`src/rtl/seq_divider_hs_if.sv`:
```
// Request/response handshake bundle for seq_divider_hs.
// The i_flush abort line exists only when SEQ_DIV_ABORT_EN is defined.
interface seq_divider_hs_if #(
    parameter int WIDTH     = 32,
    parameter int TAG_WIDTH = 4
);
    logic                 i_valid;
    logic                 o_ready;
    logic [WIDTH-1:0]     i_dividend;
    logic [WIDTH-1:0]     i_divisor;
    logic                 i_is_unsigned;
    logic [TAG_WIDTH-1:0] i_tag;
    logic                 o_valid;
    logic                 i_ready;
    logic [WIDTH-1:0]     o_quotient;
    logic [WIDTH-1:0]     o_remainder;
    logic                 o_div_by_zero;
    logic [TAG_WIDTH-1:0] o_tag;
    logic                 o_busy;
`ifdef SEQ_DIV_ABORT_EN
    logic                 i_flush;
`endif

    modport slave (
`ifdef SEQ_DIV_ABORT_EN
        input  i_flush,
`endif
        input  i_valid, i_dividend, i_divisor, i_is_unsigned, i_tag, i_ready,
        output o_ready, o_valid, o_quotient, o_remainder, o_div_by_zero, o_tag, o_busy
    );

    modport master (
`ifdef SEQ_DIV_ABORT_EN
        output i_flush,
`endif
        output i_valid, i_dividend, i_divisor, i_is_unsigned, i_tag, i_ready,
        input  o_ready, o_valid, o_quotient, o_remainder, o_div_by_zero, o_tag, o_busy
    );
endinterface

```
`src/rtl/seq_divider_hs.sv`:
```
// Multi-cycle non-restoring integer divider (DIV/DIVU/REM/REMU), one operation in flight.
// Optional abort input enabled by defining SEQ_DIV_ABORT_EN.
module seq_divider_hs #(
    parameter int WIDTH     = 32,
    parameter int TAG_WIDTH = 4
) (
    input logic             clk,
    input logic             resetn,
    seq_divider_hs_if.slave bus
);
    localparam int CNT_W = $clog2(WIDTH);

    typedef enum logic [1:0] {IDLE, CALC, FIX, DONE} state_t;

    state_t               state, state_next;
    logic [CNT_W-1:0]     cnt;
    logic [WIDTH:0]       rem;       // partial remainder, MSB is its sign
    logic [WIDTH-1:0]     quo;       // dividend magnitude shifting out, quotient shifting in
    logic [WIDTH-1:0]     dvs;
    logic [WIDTH-1:0]     dvd_raw;
    logic                 quo_neg, rem_neg, dvs_zero, ovf;
    logic [TAG_WIDTH-1:0] tag;
    logic [WIDTH-1:0]     quo_out, rem_out;
    logic                 dbz_out;
    logic [TAG_WIDTH-1:0] tag_out;

    logic flush;
`ifdef SEQ_DIV_ABORT_EN
    assign flush = bus.i_flush;
`else
    assign flush = 1'b0;
`endif

    logic accept, last_step;
    assign accept    = bus.i_valid && (state == IDLE) && !flush;
    assign last_step = (cnt == CNT_W'(WIDTH - 1));

    always_ff @(posedge clk or negedge resetn) begin
        if (!resetn) state <= IDLE;
        else         state <= state_next;
    end

    // NOTE: every variable written in always_comb gets a default first, so no path can infer a latch.
    always_comb begin
        state_next = state;
        case (state)
            IDLE: if (accept)      state_next = CALC;
            CALC: if (last_step)   state_next = FIX;
            FIX:                   state_next = DONE;
            DONE: if (bus.i_ready) state_next = IDLE;
            default:               state_next = IDLE;
        endcase
        if (flush) state_next = IDLE;
    end

    // Operand preparation for the accepting edge.
    logic             dvd_sign, dvs_sign;
    logic [WIDTH-1:0] dvd_mag, dvs_mag;
    always_comb begin
        dvd_sign = !bus.i_is_unsigned && bus.i_dividend[WIDTH-1];
        dvs_sign = !bus.i_is_unsigned && bus.i_divisor[WIDTH-1];
        dvd_mag  = dvd_sign ? -bus.i_dividend : bus.i_dividend;
        dvs_mag  = dvs_sign ? -bus.i_divisor  : bus.i_divisor;
    end

    // One non-restoring step: add or subtract the divisor depending on the current remainder sign.
    logic [WIDTH:0]   rem_shift, rem_step;
    logic [WIDTH-1:0] quo_step;
    always_comb begin
        rem_shift = {rem[WIDTH-1:0], quo[WIDTH-1]};
        rem_step  = rem[WIDTH] ? rem_shift + {1'b0, dvs} : rem_shift - {1'b0, dvs};
        quo_step  = {quo[WIDTH-2:0], !rem_step[WIDTH]};
    end

    // Final correction, sign application and special-case override.
    logic [WIDTH:0]   rem_fix;
    logic [WIDTH-1:0] quo_res, rem_res;
    always_comb begin
        rem_fix = rem[WIDTH] ? rem + {1'b0, dvs} : rem;
        quo_res = quo_neg ? -quo : quo;
        rem_res = rem_neg ? -rem_fix[WIDTH-1:0] : rem_fix[WIDTH-1:0];
        if (dvs_zero) begin
            quo_res = '1;
            rem_res = dvd_raw;
        end else if (ovf) begin
            quo_res = dvd_raw;
            rem_res = '0;
        end
    end

    // NOTE: sequential state uses non-blocking assignments so all registers update from pre-edge values.
    always_ff @(posedge clk or negedge resetn) begin
        if (!resetn) begin
            cnt      <= '0;
            rem      <= '0;
            quo      <= '0;
            dvs      <= '0;
            dvd_raw  <= '0;
            quo_neg  <= 1'b0;
            rem_neg  <= 1'b0;
            dvs_zero <= 1'b0;
            ovf      <= 1'b0;
            tag      <= '0;
            quo_out  <= '0;
            rem_out  <= '0;
            dbz_out  <= 1'b0;
            tag_out  <= '0;
        end else begin
            if (accept) begin
                cnt      <= '0;
                rem      <= '0;
                quo      <= dvd_mag;
                dvs      <= dvs_mag;
                dvd_raw  <= bus.i_dividend;
                dvs_zero <= (bus.i_divisor == '0);
                quo_neg  <= (dvd_sign ^ dvs_sign) && (bus.i_divisor != '0);
                rem_neg  <= dvd_sign;
                ovf      <= !bus.i_is_unsigned && (bus.i_divisor == '1) &&
                            (bus.i_dividend == {1'b1, {(WIDTH-1){1'b0}}});
                tag      <= bus.i_tag;
            end else if (state == CALC) begin
                cnt <= cnt + 1'b1;
                rem <= rem_step;
                quo <= quo_step;
            end
            if (state == FIX && !flush) begin
                quo_out <= quo_res;
                rem_out <= rem_res;
                dbz_out <= dvs_zero;
                tag_out <= tag;
            end
        end
    end

    assign bus.o_ready       = (state == IDLE);
    assign bus.o_busy        = (state != IDLE);
    assign bus.o_valid       = (state == DONE);
    assign bus.o_quotient    = quo_out;
    assign bus.o_remainder   = rem_out;
    assign bus.o_div_by_zero = dbz_out;
    assign bus.o_tag         = tag_out;
endmodule
```
`src/flat_wrapper.sv`:
```
// flat-port wrapper written by rule: the top's interface ports become plain ports
module seq_divider_hs_flat 
#(
    parameter int WIDTH     = 32,
    parameter int TAG_WIDTH = 4
)
  (clk, resetn, bus_i_valid, bus_i_dividend, bus_i_divisor, bus_i_is_unsigned, bus_i_tag, bus_i_ready, bus_o_ready, bus_o_valid, bus_o_quotient, bus_o_remainder, bus_o_div_by_zero, bus_o_tag, bus_o_busy);
  seq_divider_hs_if #(.WIDTH(WIDTH), .TAG_WIDTH(TAG_WIDTH)) bus_i ();
  input logic clk;
  input logic resetn;
  input wire logic [$bits(bus_i.i_valid)-1:0] bus_i_valid;
  input wire logic [$bits(bus_i.i_dividend)-1:0] bus_i_dividend;
  input wire logic [$bits(bus_i.i_divisor)-1:0] bus_i_divisor;
  input wire logic [$bits(bus_i.i_is_unsigned)-1:0] bus_i_is_unsigned;
  input wire logic [$bits(bus_i.i_tag)-1:0] bus_i_tag;
  input wire logic [$bits(bus_i.i_ready)-1:0] bus_i_ready;
  output wire logic [$bits(bus_i.o_ready)-1:0] bus_o_ready;
  output wire logic [$bits(bus_i.o_valid)-1:0] bus_o_valid;
  output wire logic [$bits(bus_i.o_quotient)-1:0] bus_o_quotient;
  output wire logic [$bits(bus_i.o_remainder)-1:0] bus_o_remainder;
  output wire logic [$bits(bus_i.o_div_by_zero)-1:0] bus_o_div_by_zero;
  output wire logic [$bits(bus_i.o_tag)-1:0] bus_o_tag;
  output wire logic [$bits(bus_i.o_busy)-1:0] bus_o_busy;
  assign bus_i.i_valid = bus_i_valid;
  assign bus_i.i_dividend = bus_i_dividend;
  assign bus_i.i_divisor = bus_i_divisor;
  assign bus_i.i_is_unsigned = bus_i_is_unsigned;
  assign bus_i.i_tag = bus_i_tag;
  assign bus_i.i_ready = bus_i_ready;
  assign bus_o_ready = bus_i.o_ready;
  assign bus_o_valid = bus_i.o_valid;
  assign bus_o_quotient = bus_i.o_quotient;
  assign bus_o_remainder = bus_i.o_remainder;
  assign bus_o_div_by_zero = bus_i.o_div_by_zero;
  assign bus_o_tag = bus_i.o_tag;
  assign bus_o_busy = bus_i.o_busy;
  seq_divider_hs #(.WIDTH(WIDTH), .TAG_WIDTH(TAG_WIDTH)) u_core (.clk(clk), .resetn(resetn), .bus(bus_i));
endmodule
```
`config.mk`:
```
export PLATFORM = sky130hd
export DESIGN_NAME = seq_divider_hs_flat
export DESIGN_NICKNAME = d
export VERILOG_FILES = /design/src/rtl/seq_divider_hs_if.sv /design/src/rtl/seq_divider_hs.sv /design/src/flat_wrapper.sv
export SDC_FILE = /design/constraint.sdc
export NUM_CORES = 1
export LEC_CHECK = 0
export CELL_PAD_IN_SITES_DETAIL_PLACEMENT = 0
export CELL_PAD_IN_SITES_GLOBAL_PLACEMENT = 1
export CORE_UTILIZATION = 44
export DETAILED_ROUTE_END_ITERATION = 8
export GPL_ROUTABILITY_DRIVEN = 0
export PLACE_DENSITY = 0.93
export SLEW_MARGIN = 10
export SYNTH_ARGS = -nofsm -noshare
export SYNTH_HDL_FRONTEND = slang
export SYNTH_SLANG_ARGS = --single-unit
```
`constraint.sdc`:
```
create_clock -name clk -period 6.8 [get_ports clk]
set_clock_uncertainty 0.15 [all_clocks]
set_input_delay 0.68 -clock clk [delete_from_list [all_inputs] [get_ports clk]]
set_output_delay 0.68 -clock clk [all_outputs]
set_load 0.1 [all_outputs]
```
==> results of run 1 <==
[final timing paths]
kind | end | cells past startpoint | slack (ns)
worst max-delay path | u_core.quo[0] | 19 | 1.89
max in group asynchronous | u_core.bus.o_quotient[8] | 3 | 4.73
worst min register to register | u_core.tag[0] | 2 | 0.33
min in group asynchronous | u_core.dvs[20] | 2 | 0.54
worst max register to register | u_core.quo[0] | 19 | 1.89
worst min-delay path | u_core.tag[0] | 2 | 0.33
[cells by family after synthesis]
group                      after synthesis  synth area share [%]
AOI/OAI and AO/OA                      570                  21.9
xor gates and xnor gates               188                  10.2
adders and majority gates               77                  6.09
buffers and inverters                  167                  4.04
DFF                                    213                  33.2
muxes                                   71                  4.50
and+or+nand+nor                        713                  20.0
[stage by stage]
stage | area [µm²] | worst slack (ns) | std cells | utilization [%] | hold WS, ns
after CTS | 18700 | 1.93 | 2559 | 52.3 | 0.329
after global routing | 18700 | 1.57 | 2559 | 52.3 | 0.358
after floorplan | 16100 | 1.25 | 1999 | - | 0.234
after detailed placement | 17800 | 1.99 | 2514 | 49.9 | 0.315
final | 18700 | 1.89 | 2559 | 52.3 | 0.332
after global placement | 17800 | 2.02 | 2514 | 49.9 | 0.302
[state kept, by name, summed over array words and instances, names as in the netlist]
| register | flops |
|---|---|
| u_core.bus.o_div_by_zero | 1 |
| u_core.ovf | 1 |
| u_core.bus.o_remainder | 32 |
| u_core.rem_neg | 1 |
| u_core.bus.o_quotient | 32 |
| u_core.state | 2 |
| u_core.bus.o_tag | 4 |
| u_core.rem | 33 |
| u_core.quo | 32 |
| u_core.dvd_raw | 32 |
| u_core.tag | 4 |
| u_core.dvs | 32 |
| u_core.cnt | 5 |
| u_core.quo_neg | 1 |
| u_core.dvs_zero | 1 |
[critical path, delay by kind of cell, from the launching register on]
| family | cells | cell delay [ns] |
|---|---|---|
| compound gates | 7 | 1.46 |
| xor+xnor | 1 | 0.16 |
| fa+ha+maj | 1 | 0.36 |
| flops | 1 | 0.44 |
| mux | 1 | 0.41 |
| simple gates | 9 | 1.75 |
[final cells by class]
type | instances | share of cell area (%)
Inverter | 65 | 1.31
Timing Repair Buffer | 157 | 8.35
Multi-Input combinational cell | 1619 | 54.3
Sequential cell | 213 | 28.6
Clock inverter | 4 | 0.255
Tap cell | 461 | 3.09
Clock buffer | 40 | 4.19
[Yosys cell counts (8+ instances only)]
cell type  instances
a31oi_1           18
o21a_1            12
dfrtp_1          213
or3_1             18
o41ai_1           15
or4_1             12
a211oi_1          11
o21bai_1           9
mux2_2            10
inv_1             64
nand2_1          306
xnor2_1           84
buf_2              9
ha_1              75
o31ai_1           33
nor4_1            18
nor3_1            46
a22oi_1           10
a21o_1            29
mux2i_1           61
o21ai_1           11
nor2_1           193
xor2_1           104
buf_1             13
o21ai_0          180
and3_1            13
nand4_1           18
nand2b_1           8
nor2b_1           13
a21oi_1          166
nand3_1           27
clkbuf_1          78
[layer usage]
metal / track usage [%] / vias up / wire length, µm
li1: - / 7256 / -
met1: 35.9 / 7203 / 21700
met2: 39.1 / 499 / 21100
met3: 3.40 / 83 / 3000
met4: 6.73 / 0 / 1200
met5: 0 / - / 0
==> reports/results.txt, run 1 <==
Clk pin slew, worst setup/hold paths: 0.07 ns
Total GRT Usage: 25.0%
Multi-input gate area: 10,100 µm²
Setup Total Neg Slack: 0 ns
FMAX: 0.204 GHz
Failing checks: DRC
Run status: finished with violations
Final Hold Fails: 0
Sequential cell area: 5330 µm²
TritonRoute pass-1 iters: 8
Synth Area per Inst: 8.04 µm²
Sinks on the clock net: 213
Iter 0 DRT Violations: 1,148
Syn_nets: 2,149
I/O pins: 145
Final net count: 2,231
Vias in the first global route: 13,900
Post-synth cell types: 84
CP startpoint: u_core.dvs[3]
Core Rows: 69
Resized cells post-CTS: 0
Critical path's slowest cell: dfrtp_1
Synth top area cells: dfrtp_1 (33%), nand2_1 (7.1%), ha_1 (5.8%)
Hold Crit Class: reg2reg
Die X: 193 µm
Crit path required time: 7.04 ns
HP Start: u_core.tag[0]
DRC errors left: 6
Setup violators final: 0
Most frequent cells in the layout: nand2_1 (305), dfrtp_1 (211), nor2_1 (193), o21ai_0 (180), a21oi_1 (166)
RSZ-0062 raised after global routing: no
TritonCTS clock tree: yes
Share of cells above drive strength 1: 4.53%
CTS Hold Bufs: 1
Fill cells: 3,432
Seq cells post-synth: 213
Worst r2r src: u_core.dvs[3]
Slowest stage delay, CP: 0.44 ns
Setup Fix Bufs, Post-CTS: 0
Cells after Synth: 1,999
Via density: 5.88
Crit share post-route: 72.2%
H-tree Lvls: 1
Starting density of the core: 45.0%
CTS Buffer Depth: 3
Pins Over Slew Limit: 0
Core Region: 35,700 µm²
Die ar.: 37,300 µm²
Inserted Diodes: 0
Commonest non-fill, non-tap cell in the layout: nand2_1
CP endpoint kind: flip-flop
Synth top area share: 33.2%
Largest net degree at the start of global routing: 150
Total Wirelength: 47.0 mm
Gr ovfl total: 0
Initial antenna violation count: 2
Yosys warns: 0
Area Overhead vs Synth: 16.2%
Port Buf Inserts: 144
First-pass GRT wire length: 74.7 mm
Max-cap violations: 0
Routed length per instance: 18.4 µm
Slew headroom: 17.8%
Die height: 193 µm
CTS Buf Count: 25
CTS root buf: clkbuf_16
Post-synth ARST share: 100%
Top FF cell, synth: dfrtp_1
Via count: 15,000
Synthesized area: 16,100 µm²
Area leader, netlist: dfrtp_1
Detail Placement HPWL: 34.9 mm
Tmin final: 4.91 ns
Seq/Total Area, Yosys: 33.2%
Arr. time, crit path: 5.15 ns
Cell Chain, Critical Path: nor3_1 > nand2_1 > nor3_1 > and2_1 > nand3b_1 > or2_2 > nor2_1 > nor2_1 > xor2_1 > ha_1 > a21oi_1 > o22ai_1 > nor2_1 > a21oi_1 > a211oi_1 > a21oi_1 > o41ai_1 > mux2_2 > a2bb2oi_1
Worst-Skew Late Latency: 0.54 ns
Crit Path Class: reg2reg
Startpoint types: flip-flop
Routed Antenna Nets: 0
Number of synthesized flops with an enable pin: 0
Slew @ Worst Pin: 1.23 ns
Max FO, Critical Path: 5
Power of run 1 is left out: the tool's default activity adds up to more than one toggle a clock period on the data nets, which glitch-free logic cannot reach.
==> inputs of run 2 (changes only) <==
==> constraint.sdc (replaced) <==
create_clock -name clk -period 4.7 [get_ports clk]
set_clock_uncertainty 0.15 [all_clocks]
set_input_delay 0.47 -clock clk [delete_from_list [all_inputs] [get_ports clk]]
set_output_delay 0.47 -clock clk [all_outputs]
set_load 0.1 [all_outputs]
==> run 2 against run 1 <==
Compared with the run above:
- the run still ends with DRC left
- setup slack worse by 1.7 ns
- die area unchanged
- sequential share of layout area down 0.54 points
- utilization up 1.0 points
- critical path type unchanged
- maximum frequency up 7.8%
- cell area up 1.9%
- hold slack worse by 0.015 ns
- register-to-register slack worse by 1.7 ns
- critical path depth down 2
- non-clock buffer count up 33
- wire length up 3.0%
==> reports/results.txt, run 2 (synthesis gave the netlist of run 1 again) <==
H-tree Lvls: 1 (unchanged)
Largest net degree at the start of global routing: 104 (was 150)
Die height: 193 µm (unchanged)
Worst r2r src: u_core.dvs[1] (was u_core.dvs[3])
Placed cell count: 2,547 (was 2,514)
Crit path required time: 4.99 ns (was 7.04 ns)
Max FFs per register: 33 (unchanged)
Final Hold Fails: 0 (unchanged)
Die X: 193 µm (unchanged)
Tmin final: 4.55 ns (was 4.91 ns)
Port Buf Inserts: 144 (unchanged)
Sinks on the clock net: 213 (unchanged)
CTS root buf: clkbuf_16 (unchanged)
Share of cells above drive strength 1: 6.47% (was 4.53%)
CTS Buffer Depth: 3 (unchanged)
Pins Over Slew Limit: 0 (unchanged)
HP Start: bus_i_tag[3] (was u_core.tag[0])
Run status: finished with violations (unchanged)
Fin cells: 2,594 (was 2,559)
Max FO, Critical Path: 7 (was 5)
Startpoint types: flip-flop (unchanged)
Biggest register: u_core.rem (unchanged)
Failing checks: DRC (unchanged)
Crit path buf inv count: 1 (was 0)
Final net count: 2,265 (was 2,231)
Via density: 5.92 (was 5.88)
CP top delay family: compound AO/OA/AOI/OAI gates (was simple AND/OR/NAND/NOR gates)
RSZ-0062 raised after global routing: no (unchanged)
CP endpoint kind: flip-flop (unchanged)
Cell Chain, Critical Path: inv_1 > ha_1 > nand3b_1 > nor2_1 > nand2_1 > o41ai_1 > xnor2_1 > ha_1 > nand3_1 > nor2_1 > nand2_1 > o31ai_1 > a21oi_2 > o221ai_1 > a21oi_1 > nor3b_1 > nor3_1 (was nor3_1 > nand2_1 > nor3_1 > and2_1 > nand3b_1 > or2_2 > nor2_1 > nor2_1 > xor2_1 > ha_1 > a21oi_1 > o22ai_1 > nor2_1 > a21oi_1 > a211oi_1 > a21oi_1 > o41ai_1 > mux2_2 > a2bb2oi_1)
Slew @ Worst Pin: 1.16 ns (was 1.23 ns)
Starting density of the core: 45.0% (unchanged)
Commonest non-fill, non-tap cell in the layout: nand2_1 (unchanged)
Total GRT Usage: 25.6% (was 25.0%)
Core Rows: 69 (unchanged)
DRC errors left: 12 (was 6)
Detail Placement HPWL: 35.7 mm (was 34.9 mm)
Via count: 15,400 (was 15,000)
Worst-Skew Late Latency: 0.54 ns (about the same)
Most frequent cells in the layout: nand2_1 (305), dfrtp_1 (211), nor2_1 (193), o21ai_0 (179), a21oi_1 (165) (was nand2_1 (305), dfrtp_1 (211), nor2_1 (193), o21ai_0 (180), a21oi_1 (166))
Routed length per instance: 18.7 µm (was 18.4 µm)
TritonRoute pass-1 iters: 8 (unchanged)
Area Overhead vs Synth: 18.5% (was 16.2%)
Iter 0 DRT Violations: 1,318 (was 1,148)
Crit Path Class: reg2reg (unchanged)
Core Region: 35,700 µm² (unchanged)
Vias in the first global route: 14,100 (was 13,900)
Arr. time, crit path: 4.84 ns (was 5.15 ns)
FMAX: 0.220 GHz (was 0.204 GHz)
Slew headroom: 22.8% (was 17.8%)
First-pass GRT wire length: 76.3 mm (was 74.7 mm)
TritonCTS clock tree: yes (unchanged)
Max-cap violations: 0 (unchanged)
Critical path's slowest cell: o31ai_1 (was dfrtp_1)
Slowest stage delay, CP: 0.66 ns (was 0.44 ns)
Routed Antenna Nets: 0 (unchanged)
Gr ovfl total: 0 (unchanged)
Initial antenna violation count: 0 (was 2)
Clk pin slew, worst setup/hold paths: 0.06 ns (was 0.07 ns)
Crit share post-route: 96.9% (was 72.2%)
CP startpoint: u_core.dvs[1] (was u_core.dvs[3])
Setup violators final: 0 (unchanged)
Die ar.: 37,300 µm² (unchanged)
Worst reg2reg setup slack: 0.15 ns (was 1.89 ns)
Setup Total Neg Slack: 0 ns (unchanged)
CTS Buf Count: 26 (was 25)
Hold Crit Class: in2reg (was reg2reg)
Total Wirelength: 48.4 mm (was 47.0 mm)
I/O pins: 145 (unchanged)
-- run 2: cell count changes in the layout (fill, tap and decap cells not counted), moves of 2 or more --
cell       previous run  this run
clkbuf_8             10         4
nor3_1               46        44
clkinv_2              2         4
buf_4                11        43
nor3_2                2         4
clkbuf_16            25        27
bufinv_16             1         3
-- run 2: cell type report --
cell class,instances,area (µm²)
multi-input cells,1619,10200
fillers,3339,16700
flip-flops and latches,213,5330
clock buffers,35,746
diodes,1,2.50
repair buffers,190,1820
inverters,65,244
clock inverters,10,134
well taps,461,577
-- run 2: path summary, 6_finish.rpt --
kind	end	cells after the start
worst max-delay path	u_core.rem[29]	17
worst min-delay path	u_core.tag[3]	3
worst max register to register	u_core.rem[29]	17
worst min register to register	u_core.tag[0]	2
max in group asynchronous	u_core.bus.o_remainder[13]	3
min in group asynchronous	u_core.rem[26]	2
-- run 2: through the flow --
stage / hold WS (ns) / cell area [µm²] / setup WS, ns / util [%]
after detailed placement: 0.315 / 18100 / 0.170 / 50.6
after global routing: 0.329 / 19000 / 0.00519 / 53.3
after CTS: 0.304 / 19000 / 0.0955 / 53.1
after floorplan: 0.0244 / 16100 / 0.0250 / -
final: 0.316 / 19000 / 0.148 / 53.3
after global placement: 0.302 / 18100 / 0.274 / 50.6
-- run 2: worst register-to-register path: cells and delay by family (launching register included) --
family                     cells  cell delay (ns)
xor gates and xnor gates       1             0.13
buffers and inverters          1             0.10
and+or+nand+nor                8             1.30
AOI/OAI and AO/OA              5             1.73
DFF                            1             0.46
adders and majority gates      2             0.58
-- run 2: metal layers --
metal / wire length, µm / GRT usage, %
met5: 0 / 0
met4: 1560 / 7.63
met3: 3240 / 3.29
met2: 21600 / 39.8
met1: 22000 / 36.8
-- run 2: timing repair --
item                                    CTS  global route
resized for setup                         0             9
endpoints found under the setup margin    0             4
hold endpoints to repair                 65             0
hold buffers                              1             0
setup buffers                             0             0
Power of run 2 is left out for the same reason.
